$ cat src/rtl/channel_op_arbiter_pkg.sv
// Shared constants for the channel RAM port sequencer: RAM access modes,
// default widths, arbiter state encodings and the op-kind constant.
package channel_op_arbiter_pkg;

    localparam logic RAM_READ  = 1'b0;
    localparam logic RAM_WRITE = 1'b1;

    localparam int ADDRESS_BITS = 8;
    localparam int DATA_BITS    = 16;

    localparam logic OP_SEND = 1'b1;

    typedef enum logic [1:0] {
        ARB_IDLE = 2'd0,
        ARB_RUN  = 2'd1,
        ARB_DONE = 2'd2
    } arbState_t;

endpackage

$ cat src/rtl/channel_op_arbiter_rr_pick.sv
// Combinational round-robin first-one finder: returns the first set bit of
// reqVec at or after ptr, wrapping around, plus a valid flag.
module rr_pick #(
    parameter int NUM_REQ = 4,
    parameter int IDX_W   = 2
) (
    input  logic [NUM_REQ-1:0] reqVec,
    input  logic [IDX_W-1:0]   ptr,
    output logic [IDX_W-1:0]   idx,
    output logic               valid
);

    // Scan offsets from farthest to nearest so the nearest hit is written last.
    always_comb begin
        int j;
        valid = 1'b0;
        idx   = '0;
        j     = 0;
        for (int k = NUM_REQ - 1; k >= 0; k--) begin
            j = int'(ptr) + k;
            if (j >= NUM_REQ) begin
                j = j - NUM_REQ;
            end
            if (reqVec[j[IDX_W-1:0]]) begin
                valid = 1'b1;
                idx   = j[IDX_W-1:0];
            end
        end
    end

endmodule

$ cat src/rtl/channel_op_arbiter.sv
// Round-robin sequencer for the channel RAM port: grants one send/receive
// request at a time, runs the matching engine, and returns its results.
module channel_op_arbiter
    import channel_op_arbiter_pkg::*;
#(
    parameter int addrBits = ADDRESS_BITS,
    parameter int dataBits = DATA_BITS,
    parameter int NUM_REQ  = 4,
    parameter int TIMEOUT  = 31
) (
    input  logic                         clk,
    input  logic                         reset,
    input  logic [NUM_REQ-1:0]           req,
    input  logic [NUM_REQ-1:0]           reqIsSend,
    input  logic [NUM_REQ*addrBits-1:0]  reqChannel,
    input  logic [NUM_REQ*addrBits-1:0]  reqPid,
    input  logic [NUM_REQ*dataBits-1:0]  reqMessage,
    output logic [NUM_REQ-1:0]           ack,
    output logic                         ackTimeout,
    output logic                         ackScheduleOther,
    output logic                         ackDeschedule,
    output logic [addrBits-1:0]          ackOtherPid,
    output logic                         ackHasMessage,
    output logic [dataBits-1:0]          ackMessage,
    output logic                         sendEnable,
    output logic                         receiveEnable,
    output logic [addrBits-1:0]          opChannel,
    output logic [addrBits-1:0]          opPid,
    output logic [dataBits-1:0]          opMessage,
    input  logic                         sendFinished,
    input  logic                         sendReadWriteMode,
    input  logic                         receiveFinished,
    input  logic                         receiveReadWriteMode,
    input  logic [addrBits-1:0]          sendAddress,
    input  logic [addrBits-1:0]          receiveAddress,
    input  logic [dataBits-1:0]          sendDataIn,
    input  logic [dataBits-1:0]          receiveDataIn,
    input  logic                         sendScheduleOther,
    input  logic                         sendDeschedule,
    input  logic                         receiveScheduleOther,
    input  logic                         receiveDeschedule,
    input  logic                         receiveHasMessage,
    input  logic [addrBits-1:0]          sendOtherPid,
    input  logic [addrBits-1:0]          receiveOtherPid,
    input  logic [dataBits-1:0]          receiveMessage,
    output logic [addrBits-1:0]          address,
    output logic                         readWriteMode,
    output logic [dataBits-1:0]          dataIn
);

    localparam int IDX_W = (NUM_REQ > 1) ? $clog2(NUM_REQ) : 1;
    localparam int CNT_W = $clog2(TIMEOUT + 1);

    arbState_t            state;
    logic [NUM_REQ-1:0]   mask;
    logic [NUM_REQ-1:0]   eligible;
    logic [IDX_W-1:0]     rrPtr;
    logic [IDX_W-1:0]     grantIdx;
    logic [IDX_W-1:0]     pickIdx;
    logic                 pickValid;
    logic                 opIsSend;
    logic                 engFinished;
    logic                 pickIsSend;
    logic [CNT_W-1:0]     cycleCount;

    logic [addrBits-1:0]  chanArr [NUM_REQ];
    logic [addrBits-1:0]  pidArr  [NUM_REQ];
    logic [dataBits-1:0]  msgArr  [NUM_REQ];

    for (genvar i = 0; i < NUM_REQ; i++) begin : g_unpack
        assign chanArr[i] = reqChannel[i*addrBits +: addrBits];
        assign pidArr[i]  = reqPid[i*addrBits +: addrBits];
        assign msgArr[i]  = reqMessage[i*dataBits +: dataBits];
    end

    assign eligible    = req & ~mask;
    assign pickIsSend  = (reqIsSend[pickIdx] == OP_SEND);
    assign engFinished = opIsSend ? sendFinished : receiveFinished;

    rr_pick #(
        .NUM_REQ(NUM_REQ),
        .IDX_W  (IDX_W)
    ) picker (
        .reqVec(eligible),
        .ptr   (rrPtr),
        .idx   (pickIdx),
        .valid (pickValid)
    );

    // cycleCount counts RUN cycles including the current one, so it starts at 1.
    always_ff @(posedge clk) begin
        if (reset) begin
            state            <= ARB_IDLE;
            rrPtr            <= '0;
            mask             <= '0;
            grantIdx         <= '0;
            opIsSend         <= 1'b0;
            cycleCount       <= '0;
            opChannel        <= '0;
            opPid            <= '0;
            opMessage        <= '0;
            sendEnable       <= 1'b0;
            receiveEnable    <= 1'b0;
            ack              <= '0;
            ackTimeout       <= 1'b0;
            ackScheduleOther <= 1'b0;
            ackDeschedule    <= 1'b0;
            ackOtherPid      <= '0;
            ackHasMessage    <= 1'b0;
            ackMessage       <= '0;
        end else begin
            case (state)
                ARB_IDLE: begin
                    mask <= '0;
                    if (pickValid) begin
                        grantIdx      <= pickIdx;
                        opIsSend      <= pickIsSend;
                        opChannel     <= chanArr[pickIdx];
                        opPid         <= pidArr[pickIdx];
                        opMessage     <= msgArr[pickIdx];
                        cycleCount    <= CNT_W'(1);
                        sendEnable    <= pickIsSend;
                        receiveEnable <= !pickIsSend;
                        state         <= ARB_RUN;
                    end
                end
                ARB_RUN: begin
                    cycleCount <= cycleCount + 1'b1;
                    if (engFinished) begin
                        sendEnable     <= 1'b0;
                        receiveEnable  <= 1'b0;
                        ack[grantIdx]  <= 1'b1;
                        ackTimeout     <= 1'b0;
                        if (opIsSend) begin
                            ackScheduleOther <= sendScheduleOther;
                            ackDeschedule    <= sendDeschedule;
                            ackOtherPid      <= sendOtherPid;
                            ackHasMessage    <= 1'b0;
                        end else begin
                            ackScheduleOther <= receiveScheduleOther;
                            ackDeschedule    <= receiveDeschedule;
                            ackOtherPid      <= receiveOtherPid;
                            ackHasMessage    <= receiveHasMessage;
                            ackMessage       <= receiveMessage;
                        end
                        state <= ARB_DONE;
                    end else if (cycleCount == CNT_W'(TIMEOUT)) begin
                        sendEnable       <= 1'b0;
                        receiveEnable    <= 1'b0;
                        ack[grantIdx]    <= 1'b1;
                        ackTimeout       <= 1'b1;
                        ackScheduleOther <= 1'b0;
                        ackDeschedule    <= 1'b0;
                        ackHasMessage    <= 1'b0;
                        state            <= ARB_DONE;
                    end
                end
                ARB_DONE: begin
                    ack            <= '0;
                    rrPtr          <= (grantIdx == IDX_W'(NUM_REQ - 1)) ? '0 : grantIdx + 1'b1;
                    mask           <= '0;
                    mask[grantIdx] <= 1'b1;
                    state          <= ARB_IDLE;
                end
                default: state <= ARB_IDLE;
            endcase
        end
    end

    // The RAM port follows the running engine with no added latency.
    always_comb begin
        address       = '0;
        dataIn        = '0;
        readWriteMode = RAM_READ;
        if (state == ARB_RUN) begin
            if (opIsSend) begin
                address       = sendAddress;
                dataIn        = sendDataIn;
                readWriteMode = sendReadWriteMode;
            end else begin
                address       = receiveAddress;
                dataIn        = receiveDataIn;
                readWriteMode = receiveReadWriteMode;
            end
        end
    end

endmodule
$ cat config.mk
export PLATFORM = sky130hd
export DESIGN_NAME = channel_op_arbiter
export DESIGN_NICKNAME = d
export VERILOG_FILES = /design/src/rtl/channel_op_arbiter_pkg.sv /design/src/rtl/channel_op_arbiter_rr_pick.sv /design/src/rtl/channel_op_arbiter.sv
export SDC_FILE = /design/constraint.sdc
export NUM_CORES = 1
export LEC_CHECK = 0
export ABC_AREA = 1
export CAP_MARGIN = 5
export CORE_MARGIN = 10
export CORE_UTILIZATION = 34
export DETAILED_ROUTE_END_ITERATION = 6
export PLACE_DENSITY = 0.85
export SLEW_MARGIN = 10
export SYNTH_ARGS = -nofsm -noshare
export SYNTH_HDL_FRONTEND = slang
export SYNTH_SLANG_ARGS = --single-unit
$ cat constraint.sdc
create_clock -name clk -period 1.75 [get_ports clk]
set_input_delay 0.175 -clock clk [delete_from_list [all_inputs] [get_ports clk]]
set_output_delay 0.175 -clock clk [all_outputs]
set_load 0.1 [all_outputs]
Word-level counts from Yosys, hierarchy flattened
Index checks and enable logic that the tools add are counted.
{"block": "classes", "reduce_logical": 15, "n_mux": 66, "addsub": 9, "n_lt_le_gt_ge": 12, "n_bitwise": 5, "n_eq_ne": 6}
{"op": "two-way mux 16 bit", "count": 4}
{"op": "two-way mux 8 bit", "count": 7}
{"op": "binary-select mux 16 bit (select 2 bit)", "count": 1}
{"op": "binary-select mux 8 bit (select 2 bit)", "count": 2}
{"op": "two-way mux 1 bit", "count": 25}
{"op": "two-way mux 2 bit", "count": 12}
{"op": "less-than comparator 2 x 3 -> 1 bit (second input constant)", "count": 6}
{"op": "case mux 4 bit (2 select lines)", "count": 2}
{"op": ">= comparator 3 bit (second input constant)", "count": 4}
{"op": "AND reduction 2 bit", "count": 6}
{"op": "binary-select mux 1 bit (select 2 bit)", "count": 5}
{"op": "case mux 5 bit (2 select lines)", "count": 1}
{"op": "two-way mux 4 bit", "count": 2}
{"op": "nonzero test 2 bit", "count": 4}
{"op": "subtractor 2 x 1 -> 2 bit (second input constant)", "count": 4}
{"op": "adder 2 x 2 -> 3 bit (second input constant)", "count": 2}
{"op": "AND reduction 3 bit", "count": 2}
{"op": "adder 5 x 1 -> 5 bit (second input constant)", "count": 1}
{"op": "== test 5 bit (second input constant)", "count": 1}
{"op": "two-way mux 5 bit", "count": 1}
{"op": "AND 4 bit", "count": 1}
{"op": "== test 2 bit (second input constant)", "count": 2}
{"op": "NOT 4 bit", "count": 1}
{"op": "OR 4 bit", "count": 1}
{"op": "15 further kinds", "count": 16}
{"block": "word_totals", "out_inout_bits": 91, "reg_bits": 82, "elab_cells": 131}

Depth between registers and ports, before layout
Gate-level depths: netlist of run 1.
{"block": "depth", "word_depth": 14, "mapped_depth": 18, "depth_no_buf": 16}

Hierarchy
Synthesis of run 1 repeated with hierarchy kept, for this count alone.
{"block": "hier_totals", "cells_unflattened": 835, "area_unflattened_um2": 4956.0}
{"module": "channel_op_arbiter", "cells_per_inst": 791, "instances": 1, "area_each_um2": 4740.8, "seq_area_each_um2": 1641.6}
{"module": "rr_pick", "cells_per_inst": 44, "instances": 1, "area_each_um2": 215.2, "seq_area_each_um2": 0.0}

Least setup slack after synthesis of run 1
OpenSTA, ideal clock, no wires.
{"block": "synth_path", "kind": "reg-to-output", "start": "reg state[0]", "end": "out address[1]", "n_path_buf": 1, "setup_slack_ns": -0.884, "required_time_ns": 1.575, "arrival_ns": 2.459, "path_stages_with_launch": 6, "cell_sequence": "dfxtp_1 inv_1 nor2_2 inv_2 clkbuf_1 a21oi_1"}
{"block": "synth_via", "elab_chain_len": 2}
{"item": "from (decl)", "line_no": "channel_op_arbiter.sv:54", "rtl": "arbState_t state;"}
{"item": "from (signal assigned)", "line_no": "channel_op_arbiter.sv:93", "rtl": "state <= ARB_IDLE;"}
{"item": "from (signal assigned)", "line_no": "channel_op_arbiter.sv:124", "rtl": "state <= ARB_RUN;"}
{"item": "from (signal assigned)", "line_no": "channel_op_arbiter.sv:146", "rtl": "state <= ARB_DONE;"}
{"item": "== test 2 x 1 -> 1 bit", "line_no": "channel_op_arbiter.sv:175", "rtl": "if (state == ARB_RUN) begin"}
{"item": "two-way mux 8 bit", "line_no": "channel_op_arbiter.sv:175"}
{"item": "to (decl)", "line_no": "channel_op_arbiter.sv:46", "rtl": "output logic [addrBits-1:0] address,"}
Every way passes these cells.

Worst setup path after layout of run 1
{"block": "layout_path", "start": "reg rrPtr[0]", "end": "reg opMessage[6]"}
{"block": "layout_via", "elab_chain_len": 13, "word_cells_on_any_way": 36, "cone_classes": "add/sub: 7; order compare: 4; mux: 23; bitwise: 1; reduce/logical: 1"}
{"item": "from (decl)", "line_no": "channel_op_arbiter.sv:57", "rtl": "logic [IDX_W-1:0] rrPtr;"}
{"item": "from (signal assigned)", "line_no": "channel_op_arbiter.sv:160", "rtl": "rrPtr <= (grantIdx == IDX_W'(NUM_REQ - 1)) ? '0 : grantIdx + 1'b1;"}
{"item": "adder 2 x 2 -> 3 bit", "line_no": "channel_op_arbiter_rr_pick.sv:20", "rtl": "j = int'(ptr) + k;"}
{"item": ">= comparator 3 bit / subtractor 2 x 1 -> 2 bit (equally long branches)", "line_no": "channel_op_arbiter_rr_pick.sv:21, channel_op_arbiter_rr_pick.sv:22"}
{"item": "two-way mux 2 bit", "line_no": "channel_op_arbiter_rr_pick.sv:21", "rtl": "if (j >= NUM_REQ) begin"}
{"item": "binary-select mux 1 bit (select 2 bit)", "line_no": "channel_op_arbiter_rr_pick.sv:24", "rtl": "if (reqVec[j[IDX_W-1:0]]) begin"}
{"item": "two-way mux 1 bit (implied by the code)", "line_no": "channel_op_arbiter_rr_pick.sv:24"}
{"item": "two-way mux 2 bit (4 in series)", "line_no": "channel_op_arbiter_rr_pick.sv:24"}
{"item": "NOT 2 -> 3 bit (implied by the code)", "line_no": "channel_op_arbiter.sv:120", "rtl": "opMessage <= msgArr[pickIdx];"}
{"item": "binary-select mux 16 bit (select 2 bit)", "line_no": "channel_op_arbiter.sv:120"}
{"item": "two-way mux 16 bit (implied by the code) (2 in series)", "line_no": "channel_op_arbiter.sv:120"}
{"item": "to (signal assigned)", "line_no": "channel_op_arbiter.sv:120"}
{"item": "to (decl)", "line_no": "channel_op_arbiter.sv:29", "rtl": "output logic [dataBits-1:0] opMessage,"}
Several ways; a longest one is shown, not always the timed one. The select of a mux whose other input is x is not followed.
A chain may end at the register's enable or synchronous reset.

==> results of run 1 <==
-- state kept, by name, indices dropped and copies added (netlist names) --
| name | flops |
|---|---|
| ackMessage | 16 |
| receiveEnable | 1 |
| rrPtr | 2 |
| opIsSend | 1 |
| ackHasMessage | 1 |
| opMessage | 16 |
| opPid | 8 |
| opChannel | 8 |
| ackScheduleOther | 1 |
| grantIdx | 2 |
| ackTimeout | 1 |
| ackDeschedule | 1 |
| state | 2 |
| mask | 4 |
| ack | 4 |
| cycleCount | 5 |
| sendEnable | 1 |
| ackOtherPid | 8 |
-- per-layer routing --
layer	part of all wire	GRT usage
met1	0.35	0.232
met2	0.50	0.370
met3	0.12	0.0921
met4	0.031	0.0666
met5	0	0
-- area by class of cell --
type / instances / area share
Clock buffer: 9 / 0.0216
Timing Repair Buffer: 384 / 0.403
Inverter: 102 / 0.0389
Multi-Input combinational cell: 614 / 0.350
Clock inverter: 7 / 0.00504
Tap cell: 188 / 0.0226
Sequential cell: 82 / 0.159
-- final timing paths --
kind | end | depth (start not counted)
hold / removal | opIsSend | 3
setup reg to reg | opMessage[6] | 13
hold reg to reg | mask[0] | 2
setup / recovery | opMessage[6] | 13
-- timing repair --
item	CTS	global route
pin swaps	5	54
resized for setup	37	122
endpoints found under the setup margin	62	68
gates cloned	4	11
setup buffers	9	4
-- worst reg2reg max path: stages, from the launching register on --
cell,delay (ps)
dfxtp_4,470
xnor2_4,180
nand2_2,110
nand2_2,100
inv_4,70
a21oi_4,220
nand2_8,150
nand2_8,170
buf_8,150
nand2_2,50
nand3_2,60
nand3_2,80
nand2_1,90
inv_1,40
-- stage by stage --
step                      cell area (um^2)  setup TNS [ps]   util  cells  hold slack, ps
final                                10400           -8000  0.691   1386             320
after global routing                 10400          -12760  0.691   1386             343
after CTS                             9710           -5320  0.643   1372             323
after detailed placement              9130          -12200  0.605   1343             445
after global placement                9130          -10900  0.605   1343             443
after floorplan                       5540            -450      -    848             324
-- where the power goes --
part	switching [mW]	total, mW	leakage, nW	internal, mW
combinational	5.10	7.90	3.99	2.79
clock	0.851	1.83	0.137	0.976
sequential	0.211	2.38	0.676	2.17
total	6.17	12.1	4.81	5.94
-- logic make-up (layout without fill, tap and decap cells) --
kind of cell    count (synthesis)  in the layout
compound gates                108            108
fa+ha+maj                       6              6
xor+xnor                        2              2
simple gates                  496            498
flops                          82             82
buf+inv                       154            502
-- synthesized netlist by cell type --
cell type / count / area, um^2
buf_2: 14 / 70.1
nand2_2: 5 / 31.3
nor2_1: 79 / 297
nor3_1: 1 / 5.00
buf_4: 8 / 60.1
xnor2_2: 1 / 16.3
nand3b_1: 19 / 143
o211ai_1: 1 / 7.51
inv_4: 1 / 6.26
clkinv_1: 2 / 7.51
inv_1: 95 / 357
ha_1: 6 / 75.1
a31oi_1: 8 / 50.1
o21ai_1: 1 / 5.00
buf_1: 5 / 18.8
nand4_1: 1 / 6.26
nand3_1: 96 / 480
clkbuf_1: 17 / 63.8
nand2_1: 292 / 1100
nand2_4: 1 / 11.3
buf_6: 8 / 90.1
nor2_2: 1 / 6.26
xor2_1: 1 / 8.76
inv_2: 4 / 15.0
o211ai_2: 19 / 238
a211oi_1: 1 / 7.51
a21oi_1: 49 / 245
dfxtp_1: 82 / 1640
nor2_4: 1 / 11.3
o21ai_0: 29 / 145
==> out/metrics.csv, run 1 <==
stage;metric;value;unit
run_status;status;complete, but fails checks;
run_status;violations;setup timing;
synth;synth_compound_area_frac;0.134;
floorplanning;fp-row-count;45;
synth;avgSynthCellArea;6.15;um^2
floorplanning;initial_utilization;0.346;
synth;syn_inst;848;
sta;rsz0062_at_grt;true;
synth;yosysWarnings;0;
clock_tree;cts_inserted_buffers;9;
floorplanning;die_area;20700;um^2
power;ir_drop;0.000573;V
routing;first_pass_iters;6;
place;place.gp.congestion;0.935;
setup_path;cp.arrival;2260;ps
sta;final_max_slew_viol_count;0;
setup_path;endpoint_kind;register;
global_route;grt_pass1_wl;35.3;mm
floorplanning;io_pins;318;
routing;wl_per_cell;18.6;um
global_route;grtUsageTotal;0.215;
setup_path;rrSetupSlack;-270;ps
clock_tree;h-tree-depth;3;
synth;yosys.cell_types.count;30;
clock_tree;clk_path_buf_depth;2;
routing;routed_wl;25.8;mm
cells_and_area;final_common_cell;nand2_1;
worst_hold_path;min_from;reset;
clock_tree;cts.clk_slew.worst_paths;70;ps
synth;syn-num-nets;1081;
synth;ys_ff_latch;82;
setup_path;timing.rr.start;rrPtr[0];
setup_path;crit_type;register to register;
setup_path;crit_family;simple AND/OR/NAND/NOR gates;
global_route;gr-total-overflow;0;
routing;viasPerCell;5.04;
worst_hold_path;hold_path.class;primary input to register;
cells_and_area;seqCellArea;1650;um^2
sta;finalSetupViolations;37;
setup_path;critPathBufInv;3;
setup_path;crit_path_frequent_cell;nand2_2;
sta;worst_slack;-274;ps
synth;synth-seq-area-share;0.315;
cells_and_area;diodes;0;
cells_and_area;final_cell_mix;nand2_1, clkdlybuf4s50_1, inv_1, buf_4;
global_route;antenna_found_initial;0;
job;cap_violations;0;
synth;syn_area;5220;um^2
setup_path;worstSetupStartpointType;register;
setup_path;crit_chain;xnor2_4 > nand2_2 > nand2_2 > inv_4 > a21oi_4 > nand2_8 > nand2_8 > buf_8 > nand2_2 > nand3_2 > nand3_2 > nand2_1 > inv_1;
floorplanning;coreArea;15100;um^2
cells_and_area;multi_input_area;3650;um^2
setup_path;cpPeakStageDelay;470;ps
global_route;grt_pass1_vias;6690;
cells_and_area;drive_gt1_frac;0.282;
sta;post-route-period-util;1.16;
clock_tree;clk_latency;340;ps
sta;clock_skew;8.34;ps
power;cellLeakagePower;4.81;nW
sta;slew_headroom;0.798;
synth;synth-simple-area-share;0.400;
floorplanning;die_h;144;um
floorplanning;dieWidth;144;um
place;portBuffers;317;
setup_path;crit_slowest_cell;dfxtp_4;
clock_tree;cts_tree;built;
setup_path;path_max_fanout;7;
routing;postRouteAntennaNets;0;
clock_tree;cts_hold_buf;0;
cells_and_area;n_fill_cell;1129;
setup_path;crit_required;1990;ps
routing;drc;0;
place;dp.final_hpwl;18.0;mm
routing;vias;6981;
synth;yosys.area_share.adder;0.0144;
setup_path;startpoint;rrPtr[0];
cells_and_area;finalNetCount;1426;
synth;synth_top_family_by_area;simple AND/OR/NAND/NOR gates;
place;dp_worst_setup_slack;-394;ps
synth;synth_xor_xnor_area_share;0.00480;
clock_tree;root_buffer;clkbuf_16;
synth;synth_mux_area_frac;0;
global_route;grt_max_degree;36;
cells_and_area;synthToLayoutAreaGrowth;99.9;%
sta;fin_crit;2020;ps
sta;tightest_slew;302;ps
routing;drtIter0Drc;437;
clock_tree;cts_sinks;82;
power;power;12.1;mW
power;p_per_area;1160;nW/um^2
sta;fmax;494;MHz
sta;hold_violations;0;
Note: power is estimated with default switching activity, not from simulation.
==> inputs of run 2 (changes only) <==
--- a/config.mk
+++ b/config.mk
@@ -9,6 +9,7 @@
 export CAP_MARGIN = 5
 export CORE_MARGIN = 10
 export CORE_UTILIZATION = 34
+export CTS_CLUSTER_DIAMETER = 100
 export DETAILED_ROUTE_END_ITERATION = 6
 export PLACE_DENSITY = 0.85
 export SLEW_MARGIN = 10
==> results of run 2 <==
Same layout as run 1: the final DEF is identical, and so are final timing and power.
